File: src/rtl/riffa2ahir_gen.sv
`default_nettype none
// ============================================================================
// Module   : riffa2ahir_gen
// Purpose  : Bridges one RIFFA RX/TX channel pair onto one AHIR inbound pipe
//            and one AHIR outbound pipe, with elastic FIFOs in each direction.
// Ports    : CLK/RST_N        - clock, asynchronous active-low reset
//            CHNL_RX_*        - RIFFA RX channel (host -> FPGA)
//            CHNL_TX_*        - RIFFA TX channel (FPGA -> host)
//            in_data_pipe_*   - AHIR inbound pipe (bridge writes)
//            out_data_pipe_*  - AHIR outbound pipe (bridge reads)
//            tx_len_in        - runtime TX length in words (TX_LEN_MODE=1)
//            rx/tx_done_count - completed transaction counters
// Options  : `define RIFFA2AHIR_STATS_EN builds the transaction counters;
//            otherwise both count ports are tied to zero.
// Revision : 1.0 - initial release
// ============================================================================

// Small synchronous FIFO, extra pointer bit distinguishes full from empty.
module riffa2ahir_gen_fifo #(
  parameter int WIDTH = 32,
  parameter int DEPTH = 4
) (
  input  logic             clk_i,
  input  logic             rst_n_i,
  input  logic             push_i,
  input  logic [WIDTH-1:0] data_i,
  input  logic             pop_i,
  output logic [WIDTH-1:0] head_o,
  output logic             full_o,
  output logic             empty_o
);
  localparam int AW = $clog2(DEPTH);

  logic [WIDTH-1:0] mem_q [DEPTH];
  logic [AW:0]      wptr_q;
  logic [AW:0]      rptr_q;
  logic             w_do_pop;
  logic             w_do_push;

  assign empty_o   = (wptr_q == rptr_q);
  assign full_o    = (wptr_q[AW] != rptr_q[AW]) && (wptr_q[AW-1:0] == rptr_q[AW-1:0]);
  assign w_do_pop  = pop_i && !empty_o;
  // A push into a full FIFO is legal when the head leaves in the same cycle.
  assign w_do_push = push_i && (!full_o || w_do_pop);
  // Head is forced to zero when empty so the data outputs are clean in reset.
  assign head_o    = empty_o ? '0 : mem_q[rptr_q[AW-1:0]];

  always_ff @(posedge clk_i or negedge rst_n_i) begin
    if (!rst_n_i) begin
      wptr_q <= '0;
      rptr_q <= '0;
    end else begin
      if (w_do_push) wptr_q <= wptr_q + (AW+1)'(1);
      if (w_do_pop)  rptr_q <= rptr_q + (AW+1)'(1);
    end
  end

  // Storage needs no reset: contents are only visible through the pointers.
  always_ff @(posedge clk_i) begin
    if (w_do_push) mem_q[wptr_q[AW-1:0]] <= data_i;
  end
endmodule

module riffa2ahir_gen #(
  parameter int C_PCI_DATA_WIDTH = 32,
  parameter int TX_DATA_LEN      = 120,
  parameter int TX_LEN_MODE      = 0,
  parameter int RX_FIFO_DEPTH    = 4,
  parameter int TX_FIFO_DEPTH    = 4
) (
  input  logic                        CLK,
  input  logic                        RST_N,
  // RIFFA RX channel
  input  logic                        CHNL_RX,
  output logic                        CHNL_RX_ACK,
  input  logic [31:0]                 CHNL_RX_LEN,
  input  logic [C_PCI_DATA_WIDTH-1:0] CHNL_RX_DATA,
  input  logic                        CHNL_RX_DATA_VALID,
  output logic                        CHNL_RX_DATA_REN,
  // RIFFA TX channel
  output logic                        CHNL_TX,
  input  logic                        CHNL_TX_ACK,
  output logic [31:0]                 CHNL_TX_LEN,
  output logic [C_PCI_DATA_WIDTH-1:0] CHNL_TX_DATA,
  output logic                        CHNL_TX_DATA_VALID,
  input  logic                        CHNL_TX_DATA_REN,
  // AHIR inbound pipe
  output logic [C_PCI_DATA_WIDTH-1:0] in_data_pipe_write_data,
  output logic                        in_data_pipe_write_req,
  input  logic                        in_data_pipe_write_ack,
  // AHIR outbound pipe
  input  logic [C_PCI_DATA_WIDTH-1:0] out_data_pipe_read_data,
  output logic                        out_data_pipe_read_req,
  input  logic                        out_data_pipe_read_ack,
  // Control / statistics
  input  logic [31:0]                 tx_len_in,
  output logic [15:0]                 rx_done_count,
  output logic [15:0]                 tx_done_count
);
  localparam int NW = C_PCI_DATA_WIDTH / 32;

  typedef enum logic [1:0] {R_IDLE = 2'd0, R_ACTIVE = 2'd1, R_WAIT = 2'd2} rx_state_e;
  typedef enum logic       {T_IDLE = 1'b0, T_ACTIVE = 1'b1} tx_state_e;

  // ------------------------------------------------------------------ RX path
  rx_state_e   rx_state_q;
  logic [31:0] rlen_q;
  logic [31:0] rcount_q;
  logic [31:0] w_rcount_d;
  logic        w_rx_full;
  logic        w_rx_empty;
  logic        w_rx_beat;
  logic        w_rx_done;

  assign CHNL_RX_ACK      = (rx_state_q == R_ACTIVE);
  assign CHNL_RX_DATA_REN = (rx_state_q == R_ACTIVE) && !w_rx_full && (rcount_q < rlen_q);
  assign w_rx_beat        = CHNL_RX_DATA_VALID && CHNL_RX_DATA_REN;
  assign w_rcount_d       = w_rx_beat ? (rcount_q + 32'(NW)) : rcount_q;
  // Completion is only declared once the host drops CHNL_RX, so a held
  // CHNL_RX cannot restart the same transaction.
  assign w_rx_done        = (rx_state_q == R_WAIT) && !CHNL_RX;

  always_ff @(posedge CLK or negedge RST_N) begin
    if (!RST_N) begin
      rx_state_q <= R_IDLE;
      rlen_q     <= '0;
      rcount_q   <= '0;
    end else begin
      case (rx_state_q)
        R_IDLE: begin
          if (CHNL_RX) begin
            rlen_q     <= CHNL_RX_LEN;
            rcount_q   <= '0;
            rx_state_q <= R_ACTIVE;
          end
        end
        R_ACTIVE: begin
          rcount_q <= w_rcount_d;
          // A zero length satisfies this on the first cycle without any beat.
          if (w_rcount_d >= rlen_q) rx_state_q <= R_WAIT;
        end
        R_WAIT: begin
          if (!CHNL_RX) rx_state_q <= R_IDLE;
        end
        default: rx_state_q <= R_IDLE;
      endcase
    end
  end

  riffa2ahir_gen_fifo #(
    .WIDTH (C_PCI_DATA_WIDTH),
    .DEPTH (RX_FIFO_DEPTH)
  ) u_rx_fifo (
    .clk_i   (CLK),
    .rst_n_i (RST_N),
    .push_i  (w_rx_beat),
    .data_i  (CHNL_RX_DATA),
    .pop_i   (in_data_pipe_write_req && in_data_pipe_write_ack),
    .head_o  (in_data_pipe_write_data),
    .full_o  (w_rx_full),
    .empty_o (w_rx_empty)
  );

  assign in_data_pipe_write_req = !w_rx_empty;

  // ------------------------------------------------------------------ TX path
  tx_state_e   tx_state_q;
  logic [31:0] tlen_q;
  logic [31:0] tcount_q;
  logic [31:0] w_tcount_d;
  logic [31:0] w_len;
  logic        w_tx_full;
  logic        w_tx_empty;
  logic        w_tx_pop;
  logic        w_tx_done;
  logic        run_q;
  logic [C_PCI_DATA_WIDTH-1:0] w_tx_head;

  assign w_len              = (TX_LEN_MODE != 0) ? tx_len_in : 32'(TX_DATA_LEN);
  assign CHNL_TX            = (tx_state_q == T_ACTIVE);
  assign CHNL_TX_LEN        = tlen_q;
  assign CHNL_TX_DATA_VALID = (tx_state_q == T_ACTIVE) && !w_tx_empty && (tcount_q < tlen_q);
  assign CHNL_TX_DATA       = w_tx_head;
  assign w_tx_pop           = CHNL_TX_DATA_VALID && CHNL_TX_DATA_REN;
  assign w_tcount_d         = w_tx_pop ? (tcount_q + 32'(NW)) : tcount_q;
  assign w_tx_done          = (tx_state_q == T_ACTIVE) && (w_tcount_d >= tlen_q);

  always_ff @(posedge CLK or negedge RST_N) begin
    if (!RST_N) begin
      tx_state_q <= T_IDLE;
      tlen_q     <= '0;
      tcount_q   <= '0;
    end else begin
      case (tx_state_q)
        T_IDLE: begin
          // A zero length parks the channel until a usable length appears.
          if (!w_tx_empty && (w_len != 32'd0)) begin
            tlen_q     <= w_len;
            tcount_q   <= '0;
            tx_state_q <= T_ACTIVE;
          end
        end
        T_ACTIVE: begin
          tcount_q <= w_tcount_d;
          if (w_tcount_d >= tlen_q) tx_state_q <= T_IDLE;
        end
        default: tx_state_q <= T_IDLE;
      endcase
    end
  end

  // Holds the outbound read request low through reset and for the first
  // edge after release.
  always_ff @(posedge CLK or negedge RST_N) begin
    if (!RST_N) run_q <= 1'b0;
    else        run_q <= 1'b1;
  end

  assign out_data_pipe_read_req = run_q && !w_tx_full;

  riffa2ahir_gen_fifo #(
    .WIDTH (C_PCI_DATA_WIDTH),
    .DEPTH (TX_FIFO_DEPTH)
  ) u_tx_fifo (
    .clk_i   (CLK),
    .rst_n_i (RST_N),
    .push_i  (out_data_pipe_read_req && out_data_pipe_read_ack),
    .data_i  (out_data_pipe_read_data),
    .pop_i   (w_tx_pop),
    .head_o  (w_tx_head),
    .full_o  (w_tx_full),
    .empty_o (w_tx_empty)
  );

  // --------------------------------------------------------------- statistics
  logic unused_ok;

`ifdef RIFFA2AHIR_STATS_EN
  logic [15:0] rx_cnt_q;
  logic [15:0] tx_cnt_q;

  always_ff @(posedge CLK or negedge RST_N) begin
    if (!RST_N) begin
      rx_cnt_q <= '0;
      tx_cnt_q <= '0;
    end else begin
      if (w_rx_done) rx_cnt_q <= rx_cnt_q + 16'd1;
      if (w_tx_done) tx_cnt_q <= tx_cnt_q + 16'd1;
    end
  end

  assign rx_done_count = rx_cnt_q;
  assign tx_done_count = tx_cnt_q;
  // CHNL_TX_ACK is informational and does not gate any data movement.
  assign unused_ok     = &{1'b0, CHNL_TX_ACK, tx_len_in};
`else
  assign rx_done_count = 16'd0;
  assign tx_done_count = 16'd0;
  assign unused_ok     = &{1'b0, CHNL_TX_ACK, tx_len_in, w_rx_done, w_tx_done};
`endif

endmodule
`default_nettype wire

File: config.mk
export PLATFORM = sky130hd
export DESIGN_NAME = riffa2ahir_gen
export DESIGN_NICKNAME = d
export VERILOG_FILES = /design/src/rtl/riffa2ahir_gen.sv
export SDC_FILE = /design/constraint.sdc
export NUM_CORES = 1
export LEC_CHECK = 0
export BUFFER_PORTS_ARGS = -buffer_cell sky130_fd_sc_hd__buf_2
export CAP_MARGIN = 30
export CELL_PAD_IN_SITES_DETAIL_PLACEMENT = 1
export CELL_PAD_IN_SITES_GLOBAL_PLACEMENT = 1
export CORE_UTILIZATION = 30
export CTS_CLUSTER_SIZE = 20
export DETAILED_ROUTE_END_ITERATION = 6
export GPL_TIMING_DRIVEN = 0
export PLACE_DENSITY_LB_ADDON = 0.1
export SYNTH_ARGS = -nofsm -noshare
export SYNTH_HDL_FRONTEND = slang
export SYNTH_SLANG_ARGS = --single-unit
File: constraint.sdc
create_clock -name CLK -period 5.6 [get_ports CLK]
set_clock_uncertainty 0.2 [all_clocks]
set_input_delay 0.56 -clock CLK [delete_from_list [all_inputs] [get_ports CLK]]
set_output_delay 0.56 -clock CLK [all_outputs]
set_load 0.03 [all_outputs]
Word-level counts from Yosys, hierarchy flattened
Memories as Yosys holds them, arrays and structs flattened.
Cells that the tools add are included.
- reductions and logical operators: 27
- eq/ne operators: 12
- add/subtract/negate cells: 6
- $lt $le $gt $ge: 4
- bitwise gates (word level): 2
- multiplexer cells: 19
- operator list (operator ; count):
    32-bit two-way mux ; 6
    32-bit one-hot mux with 2 select lines ; 2
    32-bit by 1-bit adder with 32-bit output (second input constant) ; 2
    32-bit greater-or-equal comparator ; 1
    32-bit by 7-bit greater-or-equal comparator with 1-bit output ; 1
    32-bit < comparator ; 1
    32-bit by 7-bit < comparator with 1-bit output ; 1
    1-bit logical AND ; 15
    3-bit by 1-bit adder with 3-bit output (second input constant) ; 4
    3-bit == test ; 2
    1-bit two-way mux ; 6
    2-bit two-way mux ; 3
    2-bit inequality test (second input constant) ; 3
    2-bit one-hot mux with 3 select lines ; 1
    2-bit AND reduction ; 3
    2-bit == test ; 2
    1-bit zero test ; 4
    3-bit AND reduction ; 1
    2-bit by 1-bit == test with 1-bit output (second input constant) ; 1
    2-bit == test (second input constant) ; 1
    2-bit zero test ; 1
    1-bit logical OR ; 2
    1-bit inequality test ; 2
    2-bit by 1-bit inequality test with 1-bit output (second input constant) ; 1
    3 further kinds ; 4
- register bits after elaboration: 113
- bits in writable memories: 256
- memories: 2
- input bits: 136
- memory list (memory ; words ; width ; read ports ; clocked after Yosys merged registers in ; write ports ; line ; text):
    u_rx_fifo.mem_q ; 4 ; 32 ; 1 ; 0 ; 1 ; 34 ; logic [WIDTH-1:0] mem_q [DEPTH];
    u_tx_fifo.mem_q ; 4 ; 32 ; 1 ; 0 ; 1 ; 34 ;

Longest topological paths before layout
- depth in word-level cells: 10
- gate-level depth with buffers: 18
- mapped depth without buffers: 17

By module
From an unflattened synthesis, not the netlist that was laid out.
- cells, all modules: 1264
- area, all modules: 17546.8 um2
- by module, submodules not included (module ; area each (um2) ; cells each ; seq. area each (um2) ; times used):
    riffa2ahir_gen_fifo ; 5272.6 ; 238 ; 3993.8 ; 2
    riffa2ahir_gen ; 7001.7 ; 788 ; 2527.4 ; 1

Worst setup path before layout
OpenSTA, ideal clock, no wires.
- kind: register to register
- start point: register, netlist name CHNL_TX_LEN[3]
- end point: register tx_state_q (netlist: CHNL_TX)
- cell stages (with the launch flop): 13
- library setup time: 0.083 ns
- clock period less this slack: 4.145 ns
- path buffers: 0
- arrival time: 3.862 ns
- slack: 1.455 ns
- data required time: 5.317 ns
- cells stage by stage: dfrtp_1 > inv_1 > ha_1 > a211o_1 > a2111oi_2 > nand2_1 > nor3_2 > xnor2_1 > ha_1 > a21o_1 > a2111oi_0 > nand3_1 > o21ai_0
- longest elaborated chain between the ends: 7
- ends and longest elaborated chain (item ; line ; text):
    32-bit by 7-bit < comparator with 1-bit output ; 182 ; assign CHNL_TX_DATA_VALID = (tx_state_q == T_ACTIVE) && !w_tx_empty && (tcount_q < tlen_q);
    1-bit logical AND ; 182 ;
    net CHNL_TX_DATA_VALID ; 85 ; output logic CHNL_TX_DATA_VALID,
    1-bit logical AND ; 184 ; assign w_tx_pop = CHNL_TX_DATA_VALID && CHNL_TX_DATA_REN;
    32-bit two-way mux ; 185 ; assign w_tcount_d = w_tx_pop ? (tcount_q + 32'(NW)) : tcount_q;
    32-bit by 7-bit greater-or-equal comparator with 1-bit output ; 205 ; if (w_tcount_d >= tlen_q) tx_state_q <= T_IDLE;
    1-bit two-way mux ; 205 ;
    1-bit one-hot mux with 2 select lines ; 194 ; case (tx_state_q)
    end signal, assigned ; 190 ; tx_state_q <= T_IDLE;
    end signal, assigned ; 205 ;
    end signal, assigned ; 207 ; default: tx_state_q <= T_IDLE;
    end, declared ; 167 ; tx_state_e tx_state_q;
The timed path passes the listed nets, and every way through them passes these cells.
A chain may end at the register's enable or synchronous reset.

Worst setup path in the final report
- start point: register rcount_q[29]
- end point: register rx_state_q[0]
- longest elaborated chain between the ends: 7
- elaborated cells between the ends (all ways): 8
- classes of those cells: 1 x add/sub; 2 x order compare; 1 x eq/ne; 1 x mux; 3 x reduce/logical
- ends and longest elaborated chain (item ; line ; text):
    start, declared ; 108 ; logic [31:0] rcount_q;
    start signal, assigned ; 138 ; rcount_q <= w_rcount_d;
    32-bit < comparator ; 116 ; assign CHNL_RX_DATA_REN = (rx_state_q == R_ACTIVE) && !w_rx_full && (rcount_q < rlen_q);
    1-bit logical AND ; 116 ;
    1-bit logical AND ; 117 ; assign w_rx_beat = CHNL_RX_DATA_VALID && CHNL_RX_DATA_REN;
    32-bit two-way mux * ; 118 ; assign w_rcount_d = w_rx_beat ? (rcount_q + 32'(NW)) : rcount_q;
    32-bit greater-or-equal comparator * ; 140 ; if (w_rcount_d >= rlen_q) rx_state_q <= R_WAIT;
    2-bit by 1-bit inequality test with 1-bit output (no source line) * ; -- ;
    3-bit AND reduction (no source line) * ; -- ;
    end signal, assigned ; 140 ;
    end signal, assigned ; 143 ; if (!CHNL_RX) rx_state_q <= R_IDLE;
    end signal, assigned ; 145 ; default: rx_state_q <= R_IDLE;
    end, declared ; 106 ; rx_state_e rx_state_q;
Every way passes the cells marked *; elsewhere a longest branch is shown, timed or not.

==> flow_metrics.tcl <==
set metrics [dict create \
    cts_post_setup_buffers_inserted 0 \
    end_kind "flip-flop" \
    placed_cells 2234 \
    antenna_found_initial 3 \
    dr.max_layer_used "met5" \
    p_per_area_nw_per_um2 500.1 \
    final_common_cell "edfxtp_1" \
    place_hpwl_mm 29.92 \
    drive_gt1_share_pct 27.02 \
    whs_ns 0.04106 \
    period_share_pct 90.97 \
    synth_top_family_by_area "simple AND/OR/NAND/NOR gates" \
    synth.distinct_cells 67 \
    fin_tns_setup_ns 0 \
    core_region_area_um2 57590 \
    path_class "flip-flop to flip-flop" \
    yosys_warnings 0 \
    cts_tree "done" \
    cts_buffer_depth 3 \
    hold_viol 0 \
    htreeDepth 2 \
    initial_core_util_pct 30.28 \
    fillerInstances 6148 \
    met2_length_mm 21.36 \
    viasPerCell 4.531 \
    routed_wl_mm 44.11 \
    dr.pass1.iters 6 \
    setup_violations 0 \
    dr_wl_met3_mm 1.925 \
    portBuffers 176 \
    finalWeightedCongestion 0.7270 \
    cp_max_fo 10 \
    synth-seq-area-share_pct 60.30 \
    reg2reg_from "rcount_q[29]" \
    grt-ovfl-total 0 \
    design.final.nets 1829 \
    insertion_delay_ns 0.57 \
    critPathRequiredTime_ns 5.84 \
    synthSimpleGateAreaFrac_pct 10.92 \
    final_cell_mix "edfxtp_1, buf_2, dfrtp_1" \
    cts-buffers-inserted 46 \
    seq_area_um2 10520 \
    synthArstFlopShare_pct 30.62 \
    avgSynthCellArea_um2 14.23 \
    vias 10930 \
    synth_edf_count 256 \
    fin_cells 2413 \
    syn-instance-count 1225 \
    grt_pass1_vias 11830 \
    min_from "CHNL_RX_LEN[0]" \
    crit_path_start_kind "flip-flop" \
    ant_nets 0 \
    drt-initial-drc-count 391 \
    die_h_um 243.1 \
    wl_met1_mm 19.91 \
    rsz0062_at_grt "false" \
    tightest_slew_ns 0.7379 \
    cts_root_buf "clkbuf_16" \
    maxCapViolations 0 \
    status "complete, but fails checks" \
    worstSetupStartpoint "rcount_q[29]" \
    max_freq_mhz 196.3 \
    slew_violations 0 \
    synth_compound_area_share_pct 5.080 \
    power_leakage_nw 9.184 \
    io_pins 270 \
    worstPathArrival_ns 5.33 \
    numClockSinks 369 \
    grt_pass1_wl_mm 69.28 \
    synth_area_um2 17440 \
    synthMuxAreaShare_pct 10.02 \
    drc 1 \
    hold_class "input port to flip-flop" \
    irDropWorstVdd_v 0.0003076 \
    rows 88 \
    wl_per_cell_um 18.28 \
    synth_xor_area_share_pct 2.605 \
    die-area_um2 59090 \
    die_w_um 243.1 \
    clk_pin_slew_ns 0.06 \
    violations "design-rule violations" \
    track_usage_pct 15.16 \
    grt_max_degree 64 \
    synth_flop_cell "edfxtp_1" \
    period_minus_slack_ns 5.094 \
    multi_input_area_um2 6264 \
    slew_headroom_pct 50.81 \
    synth_fa_ha_area_share_pct 5.884 \
    syn2layout_area_growth_pct 27.28 \
    synth_seq_cells 369 \
]
-- cell usage after synthesis, types with 3 or more instances --
master     instances  area (um^2)
o21ai_1            3        15.01
mux4_2            64         1441
a211oi_1           5        37.54
a2111oi_0          3        26.28
a22o_1             5        43.79
a31oi_1            4        25.02
and4_1             4        35.03
nor4_1             7        43.79
mux2_2             4        45.04
nor2b_1           92        575.6
o21a_1             3        22.52
buf_2             14        70.07
nor2_1            24        90.09
ha_1              82         1026
o211a_1            3        30.03
nand4_2            6        75.07
dfrtp_1          113         2828
or2_2              3        18.77
inv_1             45        168.9
nor3_1             4        20.02
xnor2_1           36        315.3
buf_4             66        495.5
nor3_2             3        30.03
o21ai_0           49        245.2
mux2i_1           25        250.2
edfxtp_1         256         7687
xor2_1            14        122.6
and2_1             6        37.54
nand4_1           22        137.6
nand2_1           77        289.0
a21o_1            10        75.07
clkbuf_1          31        116.4
a21oi_1           25        125.1
o211ai_1           4        30.03
nand3_2            6        60.06
nand2b_1           8        50.05
nand3_1           33        165.2
and3_1            25        156.4
-- worst max-delay path, stage by stage (launching register included) --
cell       delay (ns)
dfrtp_1          0.47
ha_1             0.33
nand4_1          0.24
nor3_1           0.14
a2111oi_4        0.58
nand4_2          0.41
buf_6            0.29
nor2_4           0.15
xor2_1           0.19
ha_1             0.17
a21o_1           0.10
a21o_1           0.10
a21oi_1          0.14
a2111oi_0        0.55
a21oi_1          0.25
o31a_1           0.36
or2_2            0.28
-- worst paths after layout --
check,end,slack (ns),cells after the start
setup / recovery,rx_state_q[0],0.51,16
hold / removal,rlen_q[0],0.04,3
setup reg to reg,rx_state_q[0],0.51,16
hold reg to reg,u_tx_fifo.wptr_q[2],0.28,1
max in group asynchronous,rlen_q[27],4.11,3
min in group asynchronous,tcount_q[0],0.32,2
-- final cells by class --
type	instances	share of cell area (%)
diodes	1	0.01128
plain buffers	116	3.275
clock buffers	61	5.621
clock inverters	23	1.229
inverters	45	0.7611
multi-input cells	754	28.22
flip-flops and latches	369	47.38
well taps	765	4.313
repair buffers	279	9.189
-- sequential cells by signal, indices dropped and copies added, names as in the netlist, 3 cells and up --
name and count:
tcount_q 32, u_rx_fifo.mem_q 128, rcount_q 32, u_tx_fifo.rptr_q 3, u_tx_fifo.wptr_q 3, u_tx_fifo.mem_q 128, rlen_q 32, u_rx_fifo.rptr_q 3
u_rx_fifo.wptr_q 3
-- what timing repair did --
| item | 4_1_cts | 5_1_grt |
|---|---|---|
| resized for setup | 0 | 1 |
| hold endpoints to repair | 333 | 0 |
| setup endpoints to repair | 0 | 2 |
| hold buffers | 93 | 0 |
-- per-layer routing --
layer | vias up | GRT usage [%]
met4 | 4 | 4.033
met3 | 59 | 3.505
met2 | 181 | 25.36
li1 | 5208 | -
met5 | - | 0
met1 | 5481 | 19.63
-- power by group --
| group | leakage (nW) | internal (W) | switching (W) |
|---|---|---|---|
| combinational | 4.66 | 0.00162 | 0.00296 |
| clock | 0.730 | 0.00180 | 0.00118 |
| sequential | 3.79 | 0.00337 | 0.000167 |
| total | 9.18 | 0.00679 | 0.00431 |
-- through the flow --
step | utilization (%) | setup WS [ns] | area, um^2 | power, W
floorplan | - | 1.455 | 17660 | 0.006708
global placement | 33.86 | 0.2084 | 19500 | 0.008149
finish | 38.54 | 0.5055 | 22190 | 0.01110
detailed placement | 34.25 | 0.2037 | 19720 | 0.008214
global route | 38.54 | 0.1036 | 22190 | 0.01178
CTS | 38.51 | 0.1532 | 22170 | 0.01133
-- cell families (layout without fill, tap and decap cells) --
kind of cell	Yosys count	after routing
and+or+nand+nor	332	332
AOI/OAI and AO/OA	134	134
DFF	369	369
adders and majority gates	82	82
muxes	94	94
other	2	62
xor gates and xnor gates	51	51
buffers and inverters	161	524
Power figures use the tool's default switching activity.
